==> config.mk <==
export PLATFORM = sky130hd
export DESIGN_NAME = mem_stage_ctrl
export DESIGN_NICKNAME = d
export VERILOG_FILES = /design/src/rtl/mem_pkg.sv /design/src/rtl/mem_stage_ctrl_load_align.sv /design/src/rtl/mem_stage_ctrl.sv
export SDC_FILE = /design/constraint.sdc
export NUM_CORES = 1
export LEC_CHECK = 0
export BUFFER_PORTS_ARGS = -buffer_cell sky130_fd_sc_hd__buf_2
export CAP_MARGIN = 20
export CORE_MARGIN = 2
export CORE_UTILIZATION = 40
export DETAILED_ROUTE_END_ITERATION = 10
export GPL_TIMING_DRIVEN = 0
export PLACE_DENSITY = 0.71
export SYNTH_ARGS = -nofsm -noshare
export SYNTH_HDL_FRONTEND = slang
export SYNTH_SLANG_ARGS = --single-unit
export TNS_END_PERCENT = 20
==> constraint.sdc <==
create_clock -name clk -period 1.8 [get_ports clk]
set_input_delay 0.09 -clock clk [delete_from_list [all_inputs] [get_ports clk]]
set_output_delay 0.09 -clock clk [all_outputs]
set_load 0.1 [all_outputs]
==> src/rtl/mem_pkg.sv <==
// Shared definitions for the MEM stage: access sizes, FSM states, store lane helpers.
// Latency: none (types, constants and pure functions only).
// Backpressure: not applicable.
package mem_pkg;

    // Access size encodings as carried by exm_size (2'b11 behaves as a word)
    localparam logic [1:0] SZ_B = 2'b00;
    localparam logic [1:0] SZ_H = 2'b01;
    localparam logic [1:0] SZ_W = 2'b10;

    // Memory-side controller states
    typedef enum logic [1:0] {
        ST_IDLE = 2'd0,
        ST_WAIT = 2'd1,
        ST_DONE = 2'd2,
        ST_DBG  = 2'd3
    } state_t;

    // Byte-enable patterns
    localparam logic [3:0] BE_ALL  = 4'b1111;
    localparam logic [3:0] BE_B0   = 4'b0001;
    localparam logic [3:0] BE_H_LO = 4'b0011;
    localparam logic [3:0] BE_H_HI = 4'b1100;

    // Both 2'b10 and 2'b11 are word accesses
    function automatic logic is_word(input logic [1:0] sz);
        return sz[1];
    endfunction

    function automatic logic is_half(input logic [1:0] sz);
        return sz == SZ_H;
    endfunction

    // Byte enables for a store of the given size at byte offset a
    function automatic logic [3:0] store_be(input logic [1:0] sz, input logic [1:0] a);
        logic [3:0] be;
        if (is_word(sz)) begin
            be = BE_ALL;
        end else if (is_half(sz)) begin
            be = a[1] ? BE_H_HI : BE_H_LO;
        end else begin
            be = BE_B0 << a;
        end
        return be;
    endfunction

    // Store data replicated across lanes so the memory only needs byte enables
    function automatic logic [31:0] store_wdata(input logic [1:0] sz, input logic [31:0] d);
        logic [31:0] w;
        if (is_word(sz)) begin
            w = d;
        end else if (is_half(sz)) begin
            w = {2{d[15:0]}};
        end else begin
            w = {4{d[7:0]}};
        end
        return w;
    endfunction

endpackage

==> src/rtl/mem_stage_ctrl_load_align.sv <==
// Load lane select and sign/zero extension of a little-endian memory word.
// Latency: combinational.
// Backpressure: none; output follows inputs.
module load_align
    import mem_pkg::*;
(
    input  logic [31:0] rdata,
    input  logic [1:0]  addr_lo,
    input  logic [1:0]  size,
    input  logic        is_unsigned,
    output logic [31:0] load_data
);

    logic [7:0]  byte_lane;
    logic [15:0] half_lane;

    // Pick the addressed lane, then widen it according to size and signedness
    always_comb begin
        byte_lane = 8'h00;
        half_lane = 16'h0000;
        load_data = 32'h0000_0000;
        case (addr_lo)
            2'd0:    byte_lane = rdata[7:0];
            2'd1:    byte_lane = rdata[15:8];
            2'd2:    byte_lane = rdata[23:16];
            default: byte_lane = rdata[31:24];
        endcase
        half_lane = addr_lo[1] ? rdata[31:16] : rdata[15:0];
        if (is_word(size)) begin
            load_data = rdata;
        end else if (is_half(size)) begin
            load_data = {{16{half_lane[15] & ~is_unsigned}}, half_lane};
        end else begin
            load_data = {{24{byte_lane[7] & ~is_unsigned}}, byte_lane};
        end
    end

endmodule

==> src/rtl/mem_stage_ctrl.sv <==
// MEM stage: branch resolve/flush, load/store to variable-latency memory, idle-time debug word reads.
// Latency: a load stalls >= 2 cycles (issue cycle + wait cycles until mem_ready); result valid in DONE.
// Backpressure: mem_req held until mem_ready or MAX_WAIT timeout; mem_stall freezes upstream meanwhile.
module mem_stage_ctrl
    import mem_pkg::*;
#(
    parameter int ADDR_W   = 8,
    parameter int MAX_WAIT = 255,
    parameter int DBG_EN   = 1
) (
    input  logic              clk,
    input  logic              rst_n,
    input  logic              exm_valid,
    input  logic              exm_memread,
    input  logic              exm_memwrite,
    input  logic [1:0]        exm_size,
    input  logic              exm_unsigned,
    input  logic [31:0]       exm_aluresult,
    input  logic [31:0]       exm_wdata,
    input  logic              exm_branch,
    input  logic              exm_cond,
    input  logic              stall,
    input  logic              dbg_rd,
    input  logic [ADDR_W-1:0] dbg_addr,
    input  logic              mem_ready,
    input  logic [31:0]       mem_rdata,
    output logic              mem_req,
    output logic              mem_we,
    output logic [ADDR_W-1:0] mem_addr,
    output logic [3:0]        mem_be,
    output logic [31:0]       mem_wdata,
    output logic [31:0]       load_data,
    output logic              pcsrc,
    output logic              flush,
    output logic              mem_stall,
    output logic              misalign_exc,
    output logic              mem_err,
    output logic [31:0]       dbg_data,
    output logic              dbg_valid
);

    localparam int CNT_W = (MAX_WAIT < 2) ? 1 : $clog2(MAX_WAIT + 1);
    localparam logic [CNT_W-1:0] CNT_SAT  = '1;
    localparam logic [CNT_W-1:0] CNT_LAST = (MAX_WAIT > 0) ? CNT_W'(MAX_WAIT - 1) : '0;

    state_t            state_q, state_d;
    logic              req_q, req_d;
    logic              we_q, we_d;
    logic [ADDR_W-1:0] addr_q, addr_d;
    logic [3:0]        be_q, be_d;
    logic [31:0]       wdata_q, wdata_d;
    logic [CNT_W-1:0]  cnt_q, cnt_d;
    logic              err_q, err_d;
    logic              dbg_valid_q, dbg_valid_d;
    logic [31:0]       dbg_data_q, dbg_data_d;
    logic [31:0]       load_data_q, load_data_d;

    logic              mem_op;
    logic              acc;
    logic              dbg_go;
    logic              timeout;
    logic [31:0]       aligned;
    logic              unused_addr_hi;

    // Address bits beyond the memory's reach are intentionally dropped
    assign unused_addr_hi = ^exm_aluresult[31:ADDR_W+2];

    load_align u_load_align (
        .rdata       (mem_rdata),
        .addr_lo     (exm_aluresult[1:0]),
        .size        (exm_size),
        .is_unsigned (exm_unsigned),
        .load_data   (aligned)
    );

    // Instruction decode: misalignment, legal access, branch outcome and stall/flush
    always_comb begin
        mem_op       = exm_valid & (exm_memread | exm_memwrite);
        misalign_exc = mem_op & ((is_word(exm_size) & (exm_aluresult[1:0] != 2'b00)) |
                                 (is_half(exm_size) & exm_aluresult[0]));
        acc          = mem_op & ~misalign_exc;
        dbg_go       = (DBG_EN != 0) & dbg_rd;
        timeout      = (MAX_WAIT != 0) & (cnt_q == CNT_LAST);
        pcsrc        = exm_valid & exm_branch & exm_cond;
        mem_stall    = ((state_q == ST_IDLE) & acc) | (state_q == ST_WAIT) |
                       ((state_q == ST_DBG) & acc);
        flush        = pcsrc & ~stall & ~mem_stall;
    end

    // Next-state and request/result bookkeeping for the memory handshake
    always_comb begin
        state_d     = state_q;
        req_d       = req_q;
        we_d        = we_q;
        addr_d      = addr_q;
        be_d        = be_q;
        wdata_d     = wdata_q;
        cnt_d       = cnt_q;
        err_d       = 1'b0;
        dbg_valid_d = 1'b0;
        dbg_data_d  = dbg_data_q;
        load_data_d = load_data_q;
        case (state_q)
            ST_IDLE: begin
                // Pipeline access takes priority over a pending debug read
                if (acc) begin
                    state_d = ST_WAIT;
                    req_d   = 1'b1;
                    we_d    = exm_memwrite;
                    addr_d  = exm_aluresult[ADDR_W+1:2];
                    be_d    = exm_memwrite ? store_be(exm_size, exm_aluresult[1:0]) : BE_ALL;
                    wdata_d = exm_memwrite ? store_wdata(exm_size, exm_wdata) : 32'h0;
                    cnt_d   = '0;
                end else if (dbg_go) begin
                    state_d = ST_DBG;
                    req_d   = 1'b1;
                    we_d    = 1'b0;
                    addr_d  = dbg_addr;
                    be_d    = BE_ALL;
                    wdata_d = 32'h0;
                    cnt_d   = '0;
                end
            end
            ST_WAIT: begin
                if (mem_ready) begin
                    state_d = ST_DONE;
                    req_d   = 1'b0;
                    we_d    = 1'b0;
                    if (!we_q) begin
                        load_data_d = aligned;
                    end
                end else if (timeout) begin
                    state_d     = ST_DONE;
                    req_d       = 1'b0;
                    we_d        = 1'b0;
                    err_d       = 1'b1;
                    load_data_d = 32'h0;
                end else if (cnt_q != CNT_SAT) begin
                    cnt_d = cnt_q + 1'b1;
                end
            end
            ST_DONE: begin
                // Hold here while the hazard unit freezes us so the access is not re-issued
                if (!stall) begin
                    state_d = ST_IDLE;
                end
            end
            ST_DBG: begin
                if (mem_ready) begin
                    state_d     = ST_IDLE;
                    req_d       = 1'b0;
                    dbg_data_d  = mem_rdata;
                    dbg_valid_d = 1'b1;
                end else if (timeout) begin
                    state_d = ST_IDLE;
                    req_d   = 1'b0;
                    err_d   = 1'b1;
                end else if (cnt_q != CNT_SAT) begin
                    cnt_d = cnt_q + 1'b1;
                end
            end
            default: begin
                state_d = ST_IDLE;
                req_d   = 1'b0;
                we_d    = 1'b0;
            end
        endcase
    end

    // State registers; reset abandons any outstanding request
    always_ff @(posedge clk or negedge rst_n) begin
        if (!rst_n) begin
            state_q     <= ST_IDLE;
            req_q       <= 1'b0;
            we_q        <= 1'b0;
            addr_q      <= '0;
            be_q        <= BE_ALL;
            wdata_q     <= 32'h0;
            cnt_q       <= '0;
            err_q       <= 1'b0;
            dbg_valid_q <= 1'b0;
            dbg_data_q  <= 32'h0;
            load_data_q <= 32'h0;
        end else begin
            state_q     <= state_d;
            req_q       <= req_d;
            we_q        <= we_d;
            addr_q      <= addr_d;
            be_q        <= be_d;
            wdata_q     <= wdata_d;
            cnt_q       <= cnt_d;
            err_q       <= err_d;
            dbg_valid_q <= dbg_valid_d;
            dbg_data_q  <= dbg_data_d;
            load_data_q <= load_data_d;
        end
    end

    assign mem_req   = req_q;
    assign mem_we    = we_q;
    assign mem_addr  = addr_q;
    assign mem_be    = be_q;
    assign mem_wdata = wdata_q;
    assign mem_err   = err_q;
    assign load_data = load_data_q;
    assign dbg_data  = dbg_data_q;
    assign dbg_valid = (DBG_EN != 0) & dbg_valid_q;

endmodule

==> flow_summary.yaml, run 1 <==
outcome:
  outcome: "complete, no violations"
cells_and_area:
  final_common_cell: "buf_2"
  synthToLayoutAreaGrowth_pct: 47.5
  fin_nets: 916
  fin_util: 0.608
  layout-drive-gt1-share: 0.413
  final_cell_mix: "buf_2, dfrtp_1, dlygate4sd3_1"
  n_antenna_cell: 0
sta:
  period_share: 0.996
  tightest_slew_ns: 0.784
  finClkSkew_ns: 0.0156
  setup_viol: 0
  hold_violations: 0
  rsz0062_at_grt: "yes"
  maxSlewViolCount: 0
  fin_tns_setup_ns: 0
  relSlewSlack: 0.477
  fin_crit_ns: 1.79
  fmax_mhz: 558
yosys:
  netlist_area_um2: 5750
  avgSynthCellArea_um2: 11.6
  synthesis.nets: 616
  synth_edf_count: 0
  yosys_warnings: 0
  synth_cells: 497
  ys_types: 57
  async_flop_share: 1.00
  synth_seq_cells: 122
  synth_ff_type: "dfrtp_1"
  ys_seq_area_frac: 0.532
worst_setup_path:
  cp.required_ns: 2.16
  worst-setup-path-type: "register to register"
  critical-path-slowest-cell: "nor4_4"
  max_stage_delay_ns: 0.42
  reg2reg_from: "state_q[0]"
  regToRegEndpoint: "load_data[31]"
  worst-path-max-fanout: 10
  crit_arrival_ns: 2.15
  end_kind: "register"
  regToRegSetupSlack_ns: 0.007
  worstPathCellList: "buf_6 -> nor2b_1 -> nand2_2 -> nor4_4 -> buf_4 -> a221o_1"
  worst-r2r-cell-count: 6
  startpoint_type: "register"
floorplanning:
  initial_core_util: 0.412
  die_w_um: 124
  die-area_um2: 15300
  core_um2: 13900
  ios: 233
  die_y_um: 124
  core.rowCount: 43
min_path:
  whs_path_depth: 3
  holdPathEnd: "mem_wdata[15]"
  hold_path_class: "input port to register"
  holdCritStartpoint: "exm_wdata[15]"
routing:
  wl_per_cell_um: 19.4
  antenna_left: 0
  viasPerCell: 5.62
  wl_um: 19200
  drc: 0
  vias: 5554
  dr.first_iter.drc_count: 343
  drt_pre_antenna_iters: 5
grt:
  grt_use_total: 0.256
  use_met2: 0.417
  grt_pass1_wl_um: 29600
  grt.met1_usage: 0.311
  antenna_found_initial: 0
  grt_busiest_layer: "met2"
  grt-ovfl-total: 0
  grt_pass1_vias: 5742
  met3_usage: 0.0760
  grt_max_degree: 63
clocking:
  numCtsBuffers: 17
  ctsRootBufferMaster: "clkbuf_16"
  numClockSinks: 122
  clk_latency_ns: 0.42
  clk_pin_slew_ns: 0.05
  cts_tree: "built"
  h-tree-depth: 4
  cts_buffer_depth: 2
placed_design:
  placement.io_buffers: 206
  finalWeightedCongestion: 0.864
  dp_hpwl_um: 13500
run:
  drv_cap: 0
-- critical path: cells and delay by family, from the launching register on --
family | cells | cell delay, ns
AND/OR/NAND/NOR | 3 | 0.88
AO/OA/AOI/OAI | 1 | 0.13
flip-flops | 1 | 0.35
buffers and inverters | 2 | 0.37
-- final cells by class --
cell class	instances	area (um2)
buffer	35	200
clock buffer	20	457
clock inverter	10	125
fill	1117	5460
inverter	19	71.3
multi-input combinational	321	2530
sequential	122	3060
tap	180	225
timing repair buffer	281	1800
-- repair_timing --
| action | CTS | global route |
|---|---|---|
| hold buffers | 68 | 0 |
| setup endpoints to repair | 74 | 50 |
| setup buffers | 4 | 2 |
| resized for setup | 21 | 13 |
| pin swaps | 3 | 3 |
| cloned | 0 | 0 |
| hold endpoints to repair | 144 | 0 |
-- Yosys cell counts, types with 2 or more instances --
cell type,instances,area [um2]
a2bb2oi_1,3,26.3
o22ai_1,7,43.8
o221ai_1,2,17.5
nand2_1,25,93.8
o21ai_0,29,145
o311ai_0,2,17.5
clkbuf_1,16,60.1
o221a_2,8,90.1
o32ai_1,7,61.3
mux2_2,32,360
mux2i_1,26,260
and3_1,4,25.0
a21oi_1,24,120
nor2b_1,3,18.8
o21a_1,2,15.0
buf_6,5,56.3
nand3_1,6,30.0
or3_1,8,50.1
nand2b_1,22,138
ha_1,2,25.0
a221oi_1,11,96.3
a22o_1,32,280
a221o_1,16,160
o211ai_1,2,15.0
a31oi_1,4,25.0
nor3_1,2,10.0
nor2_1,13,48.8
a21o_1,2,15.0
buf_1,2,7.51
dfrtp_1,118,2950
nor3b_1,2,15.0
buf_2,12,60.1
and2_1,2,12.5
a31o_2,2,17.5
dfstp_2,4,105
inv_1,19,71.3
-- cell families (layout without fill, tap and decap cells) --
kind of cell / Yosys count / after routing / share of synthesized area
compound gates: 166 / 166 / 0.220
flops: 122 / 122 / 0.532
simple gates: 94 / 94 / 0.0895
mux: 58 / 58 / 0.108
buf+inv: 54 / 365 / 0.0444
fa+ha+maj: 3 / 3 / 0.00609
-- sequential cells by signal (all words and copies together) (netlist names) --
name	cells
dbg_data	32
load_data	32
mem_wdata	32
cnt_q	8
mem_addr	8
mem_be	4
state_q	2
dbg_valid	1
mem_err	1
mem_req	1
mem_we	1
-- per-layer routing --
layer	vias to the layer above	routed length (um)	part of all wire
li1	2487	-	-
met1	2747	7660	0.40
met2	276	9450	0.49
met3	44	1520	0.079
met4	0	547	0.029
met5	-	0	0
-- per-stage QoR --
step | cell area (um2) | worst slack (ns) | cells | hold slack (ns)
after floorplan | 5770 | -0.531 | 497 | -0.206
after global placement | 7020 | -1.08 | 883 | 0.361
after detailed placement | 7060 | -0.268 | 884 | 0.107
after CTS | 8410 | -0.00808 | 986 | 0.00159
after global routing | 8480 | -0.0794 | 988 | 0.0119
final | 8480 | 0.00674 | 988 | 0.0158
-- worst max path at each step --
stage / cells past startpoint / start / to
after floorplan: 5 / exm_aluresult[1] / flush
after global placement: 1 / rst_n / mem_we
after detailed placement: 6 / cnt_q[0] / load_data[3]
after CTS: 4 / state_q[0] / flush
after global routing: 6 / state_q[0] / load_data[31]
final: 6 / state_q[0] / load_data[31]
Power of run 1 is not shown: default switching activity piles up to over one toggle a cycle in this logic, so the estimate is an artifact.
==> run 2: changes to the inputs <==
CORE_UTILIZATION = 44   (was 40)
PLACE_DENSITY = 0.77   (was 0.71)
==> flow_summary.yaml, run 2 (synthesis gave the netlist of run 1 again) <==
outcome:
  outcome: "finished with violations"
  violations: "negative setup slack"
worst_setup_path:
  crit_family: "flip-flops"
  regToRegSetupSlack_ns: 0.04
  worst-path-max-fanout: 6
  crit_arrival_ns: 1.71
  worstSetupStartpoint: "state_q[1]"
  endpoint: "flush"
  crit_buf_inv: 2
  cp.depth: 4
  reg2reg_from: "state_q[0]"
  worst-setup-path-type: "register to output pin"
  startpoint_type: "register"
  worst-r2r-cell-count: 7
  end_kind: "output pin"
  worstPathCellList: "inv_1 -> maj3_2 -> nor3b_4 -> buf_12"
  critical-path-slowest-cell: "dfrtp_2"
  regToRegEndpoint: "mem_be[1]"
  cp.required_ns: 1.71
  max_stage_delay_ns: 0.43
routing:
  drt_pre_antenna_iters: 6
  vias: 5712
  dr.first_iter.drc_count: 556
  viasPerCell: 5.85
  wl_per_cell_um: 20.4
  drc: 0
  antenna_left: 0
  wl_um: 19900
sta:
  period_share: 1.00
  maxSlewViolCount: 0
  tightest_slew_ns: 0.787
  finClkSkew_ns: 0.00880
  rsz0062_at_grt: "yes"
  fmax_mhz: 555
  hold_violations: 0
  fin_crit_ns: 1.80
  setup_ws_ns: -0.00288
  setup_viol: 1
  relSlewSlack: 0.475
floorplanning:
  die-area_um2: 14000
  initial_core_util: 0.454
  die_w_um: 118
  core_um2: 12700
  die_y_um: 118
  core.rowCount: 41
  ios: 233
clocking:
  clk_latency_ns: 0.42
  cts_buffer_depth: 2
  numCtsBuffers: 17
  clk_pin_slew_ns: 0.06
  numClockSinks: 122
  ctsRootBufferMaster: "clkbuf_16"
  cts_tree: "built"
  h-tree-depth: 4
cells_and_area:
  stdcell_area_um2: 8500
  fin_nets: 912
  layout-drive-gt1-share: 0.413
  final_cell_mix: "buf_2, dfrtp_1, dlygate4sd3_1"
  fillers: 939
  final_common_cell: "buf_2"
  n_antenna_cell: 0
  synthToLayoutAreaGrowth_pct: 47.9
min_path:
  hold_path_class: "input port to register"
run:
  drv_cap: 0
grt:
  grt_use_total: 0.284
  grt_max_degree: 76
  grt-ovfl-total: 0
  grt_pass1_wl_um: 30700
  grt_pass1_vias: 5933
  antenna_found_initial: 0
placed_design:
  placement.io_buffers: 206
  place_area_um2: 7050
  finalWeightedCongestion: 0.944
  dp_hpwl_um: 13500
## run 2: changes by cell type in the layout (fill, tap and decap cells not counted), moves of 2 or more
cell	change
buf_4	-4
buf_2	-2
clkinv_2	-2
buf_6	+3
## run 2: layer usage
metal / vias up / wire (um) / track usage
met1: 2808 / 7910 / 0.337
met3: 73 / 1470 / 0.0705
met4: 0 / 876 / 0.163
li1: 2473 / - / -
met2: 358 / 9650 / 0.467
met5: - / 0 / 0
## run 2: stage by stage
stage	utilization	setup TNS [ns]	instances	worst slack [ns]	hold slack (ns)
after floorplan	-	-0.531	497	-0.531	-0.206
after global placement	0.553	-99.99	875	-1.02	0.351
after detailed placement	0.556	-7.62	876	-0.274	0.0504
after CTS	0.663	-0.190	973	-0.0250	0.0108
after global routing	0.671	-0.0798	976	-0.0711	0.0223
final	0.671	-0.00288	976	-0.00288	0.0252
## run 2: layout make-up
cell class                 instances  area [um2]  area share
tap                              172         215      0.0253
sequential                       122        3060       0.360
clock buffer                      21         470      0.0554
multi-input combinational        321        2550       0.300
buffer                            35         214      0.0252
inverter                          19        71.3     0.00839
timing repair buffer             277        1770       0.209
clock inverter                     9         145      0.0171
## run 2: timing repair
action / 4_1_cts / 5_1_grt
setup endpoints to repair: 66 / 70
resized for setup: 21 / 22
hold buffers: 67 / 0
pin swaps: 1 / 3
setup buffers: 0 / 3
hold endpoints to repair: 129 / 0
## run 2: worst min-delay path by stage
stage | end | startpoint | cells past startpoint
5_1_grt | dbg_data[10] | mem_rdata[10] | 3
6_report | mem_addr[2] | exm_aluresult[4] | 3
3_5_place_dp | dbg_data[26] | rst_n | 1
2_1_floorplan | cnt_q[0] | rst_n | 0
4_1_cts | mem_addr[2] | exm_aluresult[4] | 3
3_3_place_gp | mem_wdata[3] | exm_wdata[3] | 2
## run 2: worst reg2reg max path, stage by stage (launching register included)
cell	delay, ns
dfrtp_1	0.37
buf_6	0.14
or2_1	0.21
buf_6	0.14
a211o_1	0.26
buf_6	0.15
buf_6	0.15
o32a_1	0.28
Power of run 2 is left out for the same reason.
==> run 3: changes to the inputs <==
HOLD_SLACK_MARGIN = 0.05   (was not set)
==> flow_summary.yaml, run 3 (synthesis gave the netlist of run 1 again) <==
outcome:
  outcome: "complete, no violations"
worst_setup_path:
  worst-r2r-cell-count: 7
  worst-setup-path-type: "register to output pin"
  crit_arrival_ns: 1.71
  regToRegSetupSlack_ns: 0.04
  regToRegEndpoint: "mem_be[1]"
  startpoint_type: "register"
  cp.required_ns: 1.71
  end_kind: "output pin"
  reg2reg_from: "state_q[0]"
  worst-path-max-fanout: 6
min_path:
  holdPathEnd: "mem_addr[4]"
  hold_path_class: "input port to register"
  holdCritStartpoint: "exm_aluresult[6]"
  whs_path_depth: 3
clocking:
  ctsRootBufferMaster: "clkbuf_16"
  clk_pin_slew_ns: 0.05
  numClockSinks: 122
  h-tree-depth: 4
  cts_buffer_depth: 2
  cts_tree: "built"
  numCtsBuffers: 17
  clk_latency_ns: 0.41
grt:
  antenna_found_initial: 0
  grt_pass1_vias: 6044
  grt-ovfl-total: 0
  grt_pass1_wl_um: 31200
  grt_max_degree: 76
  grt_use_total: 0.286
cells_and_area:
  layout-drive-gt1-share: 0.408
  final_cell_mix: "buf_2, dfrtp_1, dlygate4sd3_1"
  fin_nets: 925
  final_common_cell: "buf_2"
  fillers: 913
  synthToLayoutAreaGrowth_pct: 50.2
  multiInputGateArea_um2: 2550
  final_cells: 989
  n_antenna_cell: 0
  fin_util: 0.681
  stdcell_area_um2: 8630
  seq_area_um2: 3060
sta:
  relSlewSlack: 0.475
  setup_viol: 0
  fin_crit_ns: 1.80
  finClkSkew_ns: 0.00848
  fmax_mhz: 556
  maxSlewViolCount: 0
  setup_ws_ns: 0.000399
  rsz0062_at_grt: "yes"
  period_share: 1.00
  hold_violations: 0
  tightest_slew_ns: 0.788
routing:
  wl_per_cell_um: 20.3
  drc: 0
  drt_pre_antenna_iters: 5
  viasPerCell: 5.85
  dr.first_iter.drc_count: 509
  vias: 5786
  wl_um: 20100
  antenna_left: 0
placed_design:
  placement.io_buffers: 206
  place_area_um2: 7050
  dp_hpwl_um: 13500
  finalWeightedCongestion: 0.944
  dp_slack_ns: -0.274
  dp.cells: 876
floorplanning:
  initial_core_util: 0.454
  core_um2: 12700
  die-area_um2: 14000
  die_w_um: 118
  core.rowCount: 41
  ios: 233
  die_y_um: 118
run:
  drv_cap: 0
run 3: cell count changes in the layout (fill, tap and decap cells not counted):
cell / change
dlygate4sd3_1: +13
a21oi_2: +1
o21ai_0: +1
o21ai_1: -1
a21oi_1: -1
run 3: critical path, stage by stage, from the launching register on:
cell and delay (ns):
dfrtp_2 0.43, inv_1 0.10, maj3_2 0.35, nor3b_4 0.22, buf_12 0.20
run 3: what timing repair did:
item,4_1_cts,5_1_grt
hold endpoints to repair,157,0
hold buffers,80,0
pin swaps,1,3
setup buffers,0,3
gates resized for setup,21,22
endpoints found under the setup margin,66,69
run 3: how the worst max path moves through the flow:
stage | from | end | slack (ns) | depth (start not counted)
final | state_q[1] | flush | 0.0004 | 4
after global routing | state_q[1] | flush | -0.07 | 4
after CTS | cnt_q[0] | load_data[4] | -0.03 | 6
after detailed placement | cnt_q[0] | load_data[4] | -0.27 | 6
after global placement | rst_n | mem_we | -1.02 | 1
after floorplan | exm_aluresult[1] | flush | -0.53 | 5
run 3: cell type report:
type                       instances  area share
buffer                            35      0.0248
clock buffer                      21      0.0545
clock inverter                     9      0.0168
inverter                          19     0.00826
multi-input combinational        321       0.296
sequential                       122       0.355
tap                              172      0.0249
timing repair buffer             290       0.220
run 3: layer usage:
layer / global-route usage / routed length [um] / up-vias
met2: 0.465 / 9790 / 356
met5: 0 / 0 / -
li1: - / - / 2503
met3: 0.0705 / 1540 / 73
met1: 0.341 / 7850 / 2854
met4: 0.180 / 862 / 0
run 3: stage by stage:
stage          setup TNS, ns  hold slack, ns
6_report                   0          0.0857
5_1_grt              -0.0797           0.102
4_1_cts               -0.190          0.0542
3_5_place_dp           -7.62          0.0504
3_3_place_gp          -99.99           0.351
2_1_floorplan         -0.531          -0.206
Power of run 3 is left out for the same reason.
